[src/rtl/stream2native_skid_pkg.sv]
// ============================================================================
// stream2native_skid_pkg : shared widths, field offsets and buffer states
// Revision: 1.0  initial release
// ============================================================================
`default_nettype none

package stream2native_skid_pkg;

   localparam int C_BYTE_W = 8;

   typedef enum logic [1:0] {
      OCC_EMPTY = 2'd0,
      OCC_ONE   = 2'd1,
      OCC_TWO   = 2'd2
   } occ_e;

   function automatic int keep_w(input int width);
      return width / C_BYTE_W;
   endfunction

   // FIFO word is {tlast, [tkeep,] tdata}
   function automatic int fifo_w(input int width, input int store_keep);
      return width + 1 + ((store_keep != 0) ? keep_w(width) : 0);
   endfunction

   function automatic int last_bit(input int width, input int store_keep);
      return fifo_w(width, store_keep) - 1;
   endfunction

endpackage

`default_nettype wire

[src/rtl/stream2native_skid_skid_buf2.sv]
// ============================================================================
// stream2native_skid_skid_buf2 : 2-entry FIFO with registered ready
// Revision: 1.0  initial release
// ============================================================================
`default_nettype none

module stream2native_skid_skid_buf2
   import stream2native_skid_pkg::*;
#(
   parameter int DW = 17
) (
   input  logic          clk,
   input  logic          rst,
   input  logic          push,
   input  logic [DW-1:0] din,
   input  logic          stall,
   output logic [DW-1:0] dout,
   output logic          pop,
   output logic          ready
);

   occ_e          r_state;
   occ_e          w_state_nxt;
   logic [DW-1:0] r_head;
   logic [DW-1:0] r_tail;
   logic [DW-1:0] w_head_nxt;
   logic [DW-1:0] w_tail_nxt;
   logic          r_ready;
   logic          w_push;
   logic          w_pop;

   always_ff @(posedge clk) begin
      if (rst) begin
         r_state <= OCC_EMPTY;
         r_head  <= '0;
         r_tail  <= '0;
         r_ready <= 1'b0;
      end else begin
         r_state <= w_state_nxt;
         r_head  <= w_head_nxt;
         r_tail  <= w_tail_nxt;
         r_ready <= (w_state_nxt != OCC_TWO);
      end
   end

   // Ready is low exactly while two entries are held, so no push can occur in OCC_TWO.
   always_comb begin
      w_push      = push & r_ready;
      w_pop       = (r_state != OCC_EMPTY) & ~stall & ~rst;
      w_state_nxt = r_state;
      w_head_nxt  = r_head;
      w_tail_nxt  = r_tail;
      case (r_state)
         OCC_EMPTY: begin
            if (w_push) begin
               w_head_nxt  = din;
               w_state_nxt = OCC_ONE;
            end
         end
         OCC_ONE: begin
            case ({w_push, w_pop})
               2'b10: begin
                  w_tail_nxt  = din;
                  w_state_nxt = OCC_TWO;
               end
               2'b01: w_state_nxt = OCC_EMPTY;
               2'b11: w_head_nxt  = din;
               default: ;
            endcase
         end
         OCC_TWO: begin
            if (w_pop) begin
               w_head_nxt  = r_tail;
               w_state_nxt = OCC_ONE;
            end
         end
         default: w_state_nxt = OCC_EMPTY;
      endcase
   end

   assign dout  = r_head;
   assign pop   = w_pop;
   assign ready = r_ready;

endmodule

`default_nettype wire

[src/rtl/stream2native_skid.sv]
// ============================================================================
// stream2native_skid : AXI-Stream slave to native FIFO write adapter
// Revision: 1.0  initial release
// ============================================================================
`default_nettype none

module stream2native_skid
   import stream2native_skid_pkg::*;
#(
   parameter int WIDTH          = 16,
   parameter int STORE_KEEP     = 0,
   parameter int KEEP_NULL_LAST = 1,
   parameter int CNT_W          = 32,
   localparam int KW            = keep_w(WIDTH),
   localparam int FW            = fifo_w(WIDTH, STORE_KEEP)
) (
   input  logic             clk,
   input  logic             rst,
   input  logic             fifo_full,
   output logic [FW-1:0]    fifo_data,
   output logic             fifo_wr,
   output logic             s_axis_tready,
   input  logic             s_axis_tvalid,
   input  logic [WIDTH-1:0] s_axis_tdata,
   input  logic [KW-1:0]    s_axis_tkeep,
   input  logic             s_axis_tlast,
   input  logic             cnt_clr,
   output logic [CNT_W-1:0] beat_count,
   output logic [CNT_W-1:0] frame_count,
   output logic [CNT_W-1:0] null_count
);

   localparam int   C_LAST_BIT  = last_bit(WIDTH, STORE_KEEP);
   localparam logic C_NULL_LAST = (KEEP_NULL_LAST != 0);

   logic             w_accept;
   logic             w_qualify;
   logic             w_push;
   logic             w_null;
   logic [FW-1:0]    w_word;
   logic [CNT_W-1:0] r_beat;
   logic [CNT_W-1:0] r_frame;
   logic [CNT_W-1:0] r_null;

   assign w_accept  = s_axis_tvalid & s_axis_tready;
   assign w_qualify = (|s_axis_tkeep) | (s_axis_tlast & C_NULL_LAST);
   assign w_push    = w_accept & w_qualify;
   assign w_null    = w_accept & ~w_qualify;

   generate
      if (STORE_KEEP != 0) begin : g_keep
         assign w_word = {s_axis_tlast, s_axis_tkeep, s_axis_tdata};
      end else begin : g_nokeep
         assign w_word = {s_axis_tlast, s_axis_tdata};
      end
   endgenerate

   stream2native_skid_skid_buf2 #(
      .DW (FW)
   ) u_buf (
      .clk   (clk),
      .rst   (rst),
      .push  (w_push),
      .din   (w_word),
      .stall (fifo_full),
      .dout  (fifo_data),
      .pop   (fifo_wr),
      .ready (s_axis_tready)
   );

   // Clear beats any increment landing in the same cycle.
   always_ff @(posedge clk) begin
      if (rst || cnt_clr) begin
         r_beat  <= '0;
         r_frame <= '0;
         r_null  <= '0;
      end else begin
         if (fifo_wr)                         r_beat  <= r_beat + CNT_W'(1);
         if (fifo_wr && fifo_data[C_LAST_BIT]) r_frame <= r_frame + CNT_W'(1);
         if (w_null)                          r_null  <= r_null + CNT_W'(1);
      end
   end

   assign beat_count  = r_beat;
   assign frame_count = r_frame;
   assign null_count  = r_null;

endmodule

`default_nettype wire
[config.mk]
export PLATFORM = sky130hd
export DESIGN_NAME = stream2native_skid
export DESIGN_NICKNAME = d
export VERILOG_FILES = /design/src/rtl/stream2native_skid_pkg.sv /design/src/rtl/stream2native_skid_skid_buf2.sv /design/src/rtl/stream2native_skid.sv
export SDC_FILE = /design/constraint.sdc
export NUM_CORES = 1
export LEC_CHECK = 0
export ABC_AREA = 1
export BUFFER_PORTS_ARGS = -buffer_cell sky130_fd_sc_hd__buf_2
export CAP_MARGIN = 30
export CORE_MARGIN = 2
export CORE_UTILIZATION = 55
export DETAILED_ROUTE_END_ITERATION = 16
export PLACE_DENSITY = 0.8
export SYNTH_ARGS = -nofsm -noshare
export SYNTH_HDL_FRONTEND = slang
export SYNTH_SLANG_ARGS = --single-unit
[constraint.sdc]
create_clock -name clk -period 2.6 [get_ports clk]
set_input_delay 0.39 -clock clk [delete_from_list [all_inputs] [get_ports clk]]
set_output_delay 0.39 -clock clk [all_outputs]
set_load 0.01 [all_outputs]
==> impl_metrics.env, run 1 <==
export IMPL_r2r_setup_slack_ps=220
export IMPL_num_fill_cells=1114
export IMPL_area_growth_pct=21.7
export IMPL_fin_area_um2=8540
export IMPL_reg2reg_from="u_buf.r_state[0]$_SDFF_PP0_"
export IMPL_leakage_nw=3.80
export IMPL_path_class="flop to flop"
export IMPL_layout_commonest_cell="nand2_1"
export IMPL_dr_pass1_iters=5
export IMPL_cts_sinks=133
export IMPL_finalCriticalPeriod_ps=2380
export IMPL_grt_max_degree=39
export IMPL_fmax_mhz=421
export IMPL_dieArea_um2=13700
export IMPL_synth_edf_count=0
export IMPL_wl_um=17900
export IMPL_power_density_nw_per_um2=628
export IMPL_endpoint="u_buf.r_tail[10]$_SDFFE_PP0P_"
export IMPL_slew_viol_final=0
export IMPL_worstMarginPinSlew_ps=578
export IMPL_drt_iter0_drc=581
export IMPL_path_clk_slew_ps=50
export IMPL_seq_power_share=0.402
export IMPL_grt_first_pass_wirelength_um=28900
export IMPL_worstPathMaxFanout=17
export IMPL_place_congestion=0.889
export IMPL_io_buffer_count=138
export IMPL_clock_power_share=0.509
export IMPL_worstSetupEndpointType="flop"
export IMPL_r2r_cells=9
export IMPL_numCtsBuffers=17
export IMPL_setup_viol_count_final=0
export IMPL_post_cts_resized=0
export IMPL_netlist_area_um2=7010
export IMPL_htree_levels=4
export IMPL_final_hold_viol_count=0
export IMPL_final_seq_area_um2=2660
export IMPL_wl_met1_um=8060
export IMPL_startpoint="u_buf.r_state[0]$_SDFF_PP0_"
export IMPL_slew_headroom=0.612
export IMPL_nets=1255
export IMPL_run_status="finished clean"
export IMPL_fin_skew_ps=11.4
export IMPL_drc=0
export IMPL_vias_per_cell=5.11
export IMPL_cp_start_kind="flop"
export IMPL_synthesis_instances=1082
export IMPL_synthArstFlopShare=0
export IMPL_fin_crit_sh=0.914
export IMPL_postCtsSetupBuffers=0
export IMPL_sw_frac_of_total=0.226
export IMPL_netSwitchingPower_mw=1.21
export IMPL_dr_wl_met3_um=1170
export IMPL_synth_yosys_seq_area_share=0.380
export IMPL_grt_ovfl_total=0
export IMPL_required_ps=2900
export IMPL_clockRootBuffer="clkbuf_16"
export IMPL_place_area_um2=7870
export IMPL_antenna_found_initial=0
export IMPL_ys_types=39
export IMPL_worstSkewPairLatency_ps=420
export IMPL_synth_nets=1115
export IMPL_die_w_um=117
export IMPL_rows=41
export IMPL_core_area_um2=12500
export IMPL_most_common_layout_cells="nand2_1, nor2_1, buf_2, inv_1, dfxtp_1"
export IMPL_synth_top_flop_cell="dfxtp_1"
export IMPL_dieHeight_um=117
export IMPL_p_int_mw=4.15
export IMPL_avgSynthCellArea_um2=6.48
export IMPL_ant_nets=0
export IMPL_drt_wirelength_per_cell_um=12.7
export IMPL_vias=7186
export IMPL_cap_violations=0
export IMPL_p_comb_frac=0.089
export IMPL_cts_hold_buf=0
export IMPL_cts_tree="built"
export IMPL_multi_input_area_um2=3680
export IMPL_grt_pass1_vias=6280
export IMPL_cp_arrival_ps=2670
export IMPL_rsz0062_at_grt="false"
export IMPL_ir_drop_mv=0.700
export IMPL_io_pins=139
export IMPL_r2r_end="u_buf.r_tail[10]$_SDFFE_PP0P_"
export IMPL_min_path_type="primary input to flop"
export IMPL_start_util=0.560
export IMPL_cts_buffer_depth=2
export IMPL_place_hpwl_um=12700
export IMPL_insertedDiodeCount=0
export IMPL_setup_tns_ps=0
export IMPL_met2WireLength_um=8390
export IMPL_yosysWarnings=0
export IMPL_grt_usage=0.264
export IMPL_final_layout_size_suffix_gt1_frac=0.173
export IMPL_top_layer="met4"
export IMPL_ys_ff_latch=133
-- per-stage QoR --
| stage | total power [mW] | cells | setup slack [ps] | utilization | hold WS, ps |
|---|---|---|---|---|---|
| 3_3_place_gp | 2.66 | 1375 | 424 | 0.628 | 458 |
| 5_1_grt | 5.55 | 1406 | 40.4 | 0.682 | 218 |
| 4_1_cts | 5.39 | 1406 | 236 | 0.682 | 206 |
| 6_report | 5.36 | 1406 | 224 | 0.682 | 220 |
| 3_5_place_dp | 2.67 | 1375 | 285 | 0.628 | 464 |
| 2_1_floorplan | 2.52 | 1082 | 471 | - | 455 |
-- synthesized netlist by cell type, types with 3 or more instances --
cell / instances / area share
nand2_1: 272 / 0.15
nor2_1: 200 / 0.11
inv_1: 136 / 0.073
dfxtp_1: 133 / 0.38
nand3_1: 73 / 0.052
a21oi_1: 55 / 0.039
o21ai_0: 52 / 0.037
nand4_1: 38 / 0.034
nor3_1: 18 / 0.013
nor2_4: 14 / 0.022
clkbuf_1: 11 / 0.0059
buf_2: 10 / 0.0071
ha_1: 9 / 0.016
nor2_2: 8 / 0.0071
xor2_1: 8 / 0.010
a31oi_1: 4 / 0.0036
buf_1: 3 / 0.0016
buf_6: 3 / 0.0048
inv_2: 3 / 0.0016
nand2_2: 3 / 0.0027
o21a_1: 3 / 0.0032
o21bai_1: 3 / 0.0032
-- worst max-delay path: stages (launching register included) --
cell	delay [ps]
dfxtp_1	400
inv_1	110
ha_1	300
nor2_4	190
nand2_4	150
ha_1	260
nand2_1	90
clkinv_1	430
nor2_1	250
nor2_1	70
-- kinds of logic after synthesis --
kind of cell | synth area share
AOI/OAI and AO/OA | 0.0960
xor gates and xnor gates | 0.0125
buffers and inverters | 0.0962
and+or+nand+nor | 0.400
DFF | 0.380
adders and majority gates | 0.0161
-- metal layers --
layer,GRT usage,up-vias
li1,-,3726
met1,0.333,3202
met2,0.448,235
met3,0.0628,23
met4,0.0863,0
met5,0,-
-- state kept, by name (all words and copies together), names as in the netlist --
signal	count
frame_count	32
u_buf.ready	1
u_buf.dout	17
u_buf.r_state	2
u_buf.r_tail	17
beat_count	32
null_count	32
-- worst min-delay path by stage --
| stage | from | to | slack [ps] | depth (start not counted) |
|---|---|---|---|---|
| after floorplan | u_buf.r_tail[0]$_SDFFE_PP0P_ | u_buf.r_tail[0]$_SDFFE_PP0P_ | 450 | 2 |
| after global placement | u_buf.dout[6]$_SDFFE_PP0P_ | u_buf.dout[6]$_SDFFE_PP0P_ | 460 | 2 |
| after detailed placement | u_buf.dout[9]$_SDFFE_PP0P_ | u_buf.dout[9]$_SDFFE_PP0P_ | 460 | 2 |
| after CTS | rst | u_buf.r_state[1]$_SDFF_PP0_ | 210 | 2 |
| after global routing | rst | u_buf.r_state[1]$_SDFF_PP0_ | 220 | 2 |
| final | rst | u_buf.r_state[1]$_SDFF_PP0_ | 220 | 2 |
-- cell type report --
type	count	area share
multi-input cells	780	0.431
flip-flops and latches	133	0.312
repair buffers	148	0.0897
inverters	142	0.0630
clock buffers	22	0.0555
well taps	172	0.0252
clock inverters	9	0.0232
-- power groups by stage --
stage | registers [mW] | clock network (mW) | logic (mW)
3_5_place_dp | 2.20 | 0 | 0.473
2_1_floorplan | 2.22 | 0 | 0.307
3_3_place_gp | 2.20 | 0 | 0.467
6_report | 2.15 | 2.73 | 0.477
4_1_cts | 2.15 | 2.76 | 0.475
5_1_grt | 2.16 | 2.85 | 0.535
Power figures use the tool's default switching activity.
==> inputs of run 2 (changes only) <==
--- a/config.mk
+++ b/config.mk
@@ -6,12 +6,12 @@
 export NUM_CORES = 1
 export LEC_CHECK = 0
 export ABC_AREA = 1
-export BUFFER_PORTS_ARGS = -buffer_cell sky130_fd_sc_hd__buf_2
 export CAP_MARGIN = 30
 export CORE_MARGIN = 2
 export CORE_UTILIZATION = 55
 export DETAILED_ROUTE_END_ITERATION = 16
-export PLACE_DENSITY = 0.8
+export DONT_BUFFER_PORTS = 1
+export PLACE_DENSITY = 0.7
 export SYNTH_ARGS = -nofsm -noshare
 export SYNTH_HDL_FRONTEND = slang
 export SYNTH_SLANG_ARGS = --single-unit
==> constraint.sdc (replaced) <==
create_clock -name clk -period 2.45 [get_ports clk]
set_input_delay 0.3675 -clock clk [delete_from_list [all_inputs] [get_ports clk]]
set_output_delay 0.3675 -clock clk [all_outputs]
set_load 0.01 [all_outputs]
==> impl_metrics.env, run 2 (synthesis gave the netlist of run 1 again) <==
export IMPL_clockRootBuffer="clkbuf_16"
export IMPL_slowest_delay_ps=400
export IMPL_nets=1119
export IMPL_htree_levels=4
export IMPL_grt_usage=0.253
export IMPL_slowest_stage="dfxtp_1"
export IMPL_fin_skew_ps=6.64
export IMPL_insertedDiodeCount=0
export IMPL_slew_viol_final=0
export IMPL_crit_top_cell="o21ai_0"
export IMPL_min_path_type="primary input to flop"
export IMPL_cts_buffer_depth=2
export IMPL_fin_area_um2=7840
export IMPL_post_cts_resized=0
export IMPL_grt_max_degree=59
export IMPL_p_total_mw=5.56
export IMPL_layout_commonest_cell="nand2_1"
export IMPL_cts_sinks=133
export IMPL_ant_nets=0
export IMPL_start_util=0.560
export IMPL_drc=0
export IMPL_worstSetupEndpointType="flop"
export IMPL_dieArea_um2=13700
export IMPL_dr_pass1_iters=5
export IMPL_core_area_um2=12500
export IMPL_worstPathMaxFanout=12
export IMPL_cap_violations=0
export IMPL_numCtsBuffers=17
export IMPL_cts_hold_buf=0
export IMPL_postCtsSetupBuffers=0
export IMPL_rsz0062_at_grt="false"
export IMPL_worstSkewPairLatency_ps=420
export IMPL_wl_um=17100
export IMPL_place_area_um2=7190
export IMPL_finalCriticalPeriod_ps=2070
export IMPL_fmax_mhz=482
export IMPL_final_util=0.627
export IMPL_cp_start_kind="flop"
export IMPL_drt_iter0_drc=398
export IMPL_fin_crit_sh=0.847
export IMPL_die_w_um=117
export IMPL_grt_use_met2=0.414
export IMPL_setup_tns_ps=0
export IMPL_vias_per_cell=5.17
export IMPL_place_hpwl_um=12300
export IMPL_grt_ovfl_total=0
export IMPL_final_layout_size_suffix_gt1_frac=0.0701
export IMPL_grt_first_pass_wirelength_um=27500
export IMPL_worstMarginPinSlew_ps=874
export IMPL_io_pins=139
export IMPL_drt_wirelength_per_cell_um=13.4
export IMPL_dieHeight_um=117
export IMPL_path_class="flop to flop"
export IMPL_run_status="finished clean"
export IMPL_cp_arrival_ps=2420
export IMPL_io_buffer_count=0
export IMPL_rows=41
export IMPL_required_ps=2800
export IMPL_vias=6572
export IMPL_holdWs_ps=26.2
export IMPL_cts_tree="built"
export IMPL_final_hold_viol_count=0
export IMPL_ir_drop_mv=0.392
export IMPL_crit_chain="inv_1 -> ha_1 -> nor2_4 -> nand2_4 -> ha_1 -> nand2_1 -> o21ai_0 -> o21ai_0 -> nand2_1 -> inv_1 -> o21ai_0"
export IMPL_setup_viol_count_final=0
export IMPL_grt_busiest_layer="met2"
export IMPL_slew_headroom=0.417
export IMPL_met3_usage=0.0865
export IMPL_most_common_layout_cells="nand2_1, nor2_1, inv_1, dfxtp_1, nand3_1"
export IMPL_place_congestion=0.841
export IMPL_power_density_nw_per_um2=710
export IMPL_path_clk_slew_ps=60
export IMPL_grtUsageMet1=0.310
export IMPL_area_growth_pct=11.8
export IMPL_grt_pass1_vias=5874
export IMPL_antenna_found_initial=0
export IMPL_leakage_nw=3.07
-- run 2: changes by cell type in the layout (fill, tap and decap cells not counted) --
cell,before,now
buf_4,10,12
clkbuf_1,2,3
buf_2,138,0
clkbuf_8,3,1
clkinv_2,2,3
-- run 2: power breakdown --
group | total, mW | switching, mW | internal, mW
Clock | 2.85 | 0.928 | 1.92
Combinational | 0.389 | 0.256 | 0.133
Sequential | 2.32 | 0.0845 | 2.24
Total | 5.56 | 1.27 | 4.30
-- run 2: final cells by class --
class	count	area, um^2
inverter	142	538
fill	1206	4670
timing repair buffer	12	90.1
multi-input combinational	780	3680
tap	172	215
sequential	133	2660
clock buffer	21	450
clock inverter	10	203
-- run 2: metrics by stage --
step	setup slack [ps]	std cells
after floorplan	321	1082
after global placement	440	1239
after detailed placement	394	1239
after CTS	391	1270
after global routing	189	1270
final	376	1270
-- run 2: critical path: cells and delay by family, from the launching register on --
family / cells / cell delay, ps
and+or+nand+nor: 4 / 460
AOI/OAI and AO/OA: 3 / 370
DFF: 1 / 400
adders and majority gates: 2 / 620
buffers and inverters: 2 / 140
-- run 2: per-layer routing --
metal	routed length, um	vias to the layer above	part of all wire
met4	358	0	0.021
li1	-	3461	-
met1	7570	2929	0.44
met5	0	-	0
met3	1290	30	0.075
met2	7860	152	0.46
-- run 2: final timing paths --
| check | start | endpoint | slack [ps] | depth (start not counted) |
|---|---|---|---|---|
| min | rst | u_buf.r_state[1]$_SDFF_PP0_ | 30 | 1 |
| max reg2reg | u_buf.r_state[1]$_SDFF_PP0_ | u_buf.ready$_SDFF_PP0_ | 380 | 11 |
| min reg2reg | u_buf.r_tail[6]$_SDFFE_PP0P_ | u_buf.r_tail[6]$_SDFFE_PP0P_ | 480 | 2 |
| max | u_buf.r_state[1]$_SDFF_PP0_ | u_buf.ready$_SDFF_PP0_ | 380 | 11 |
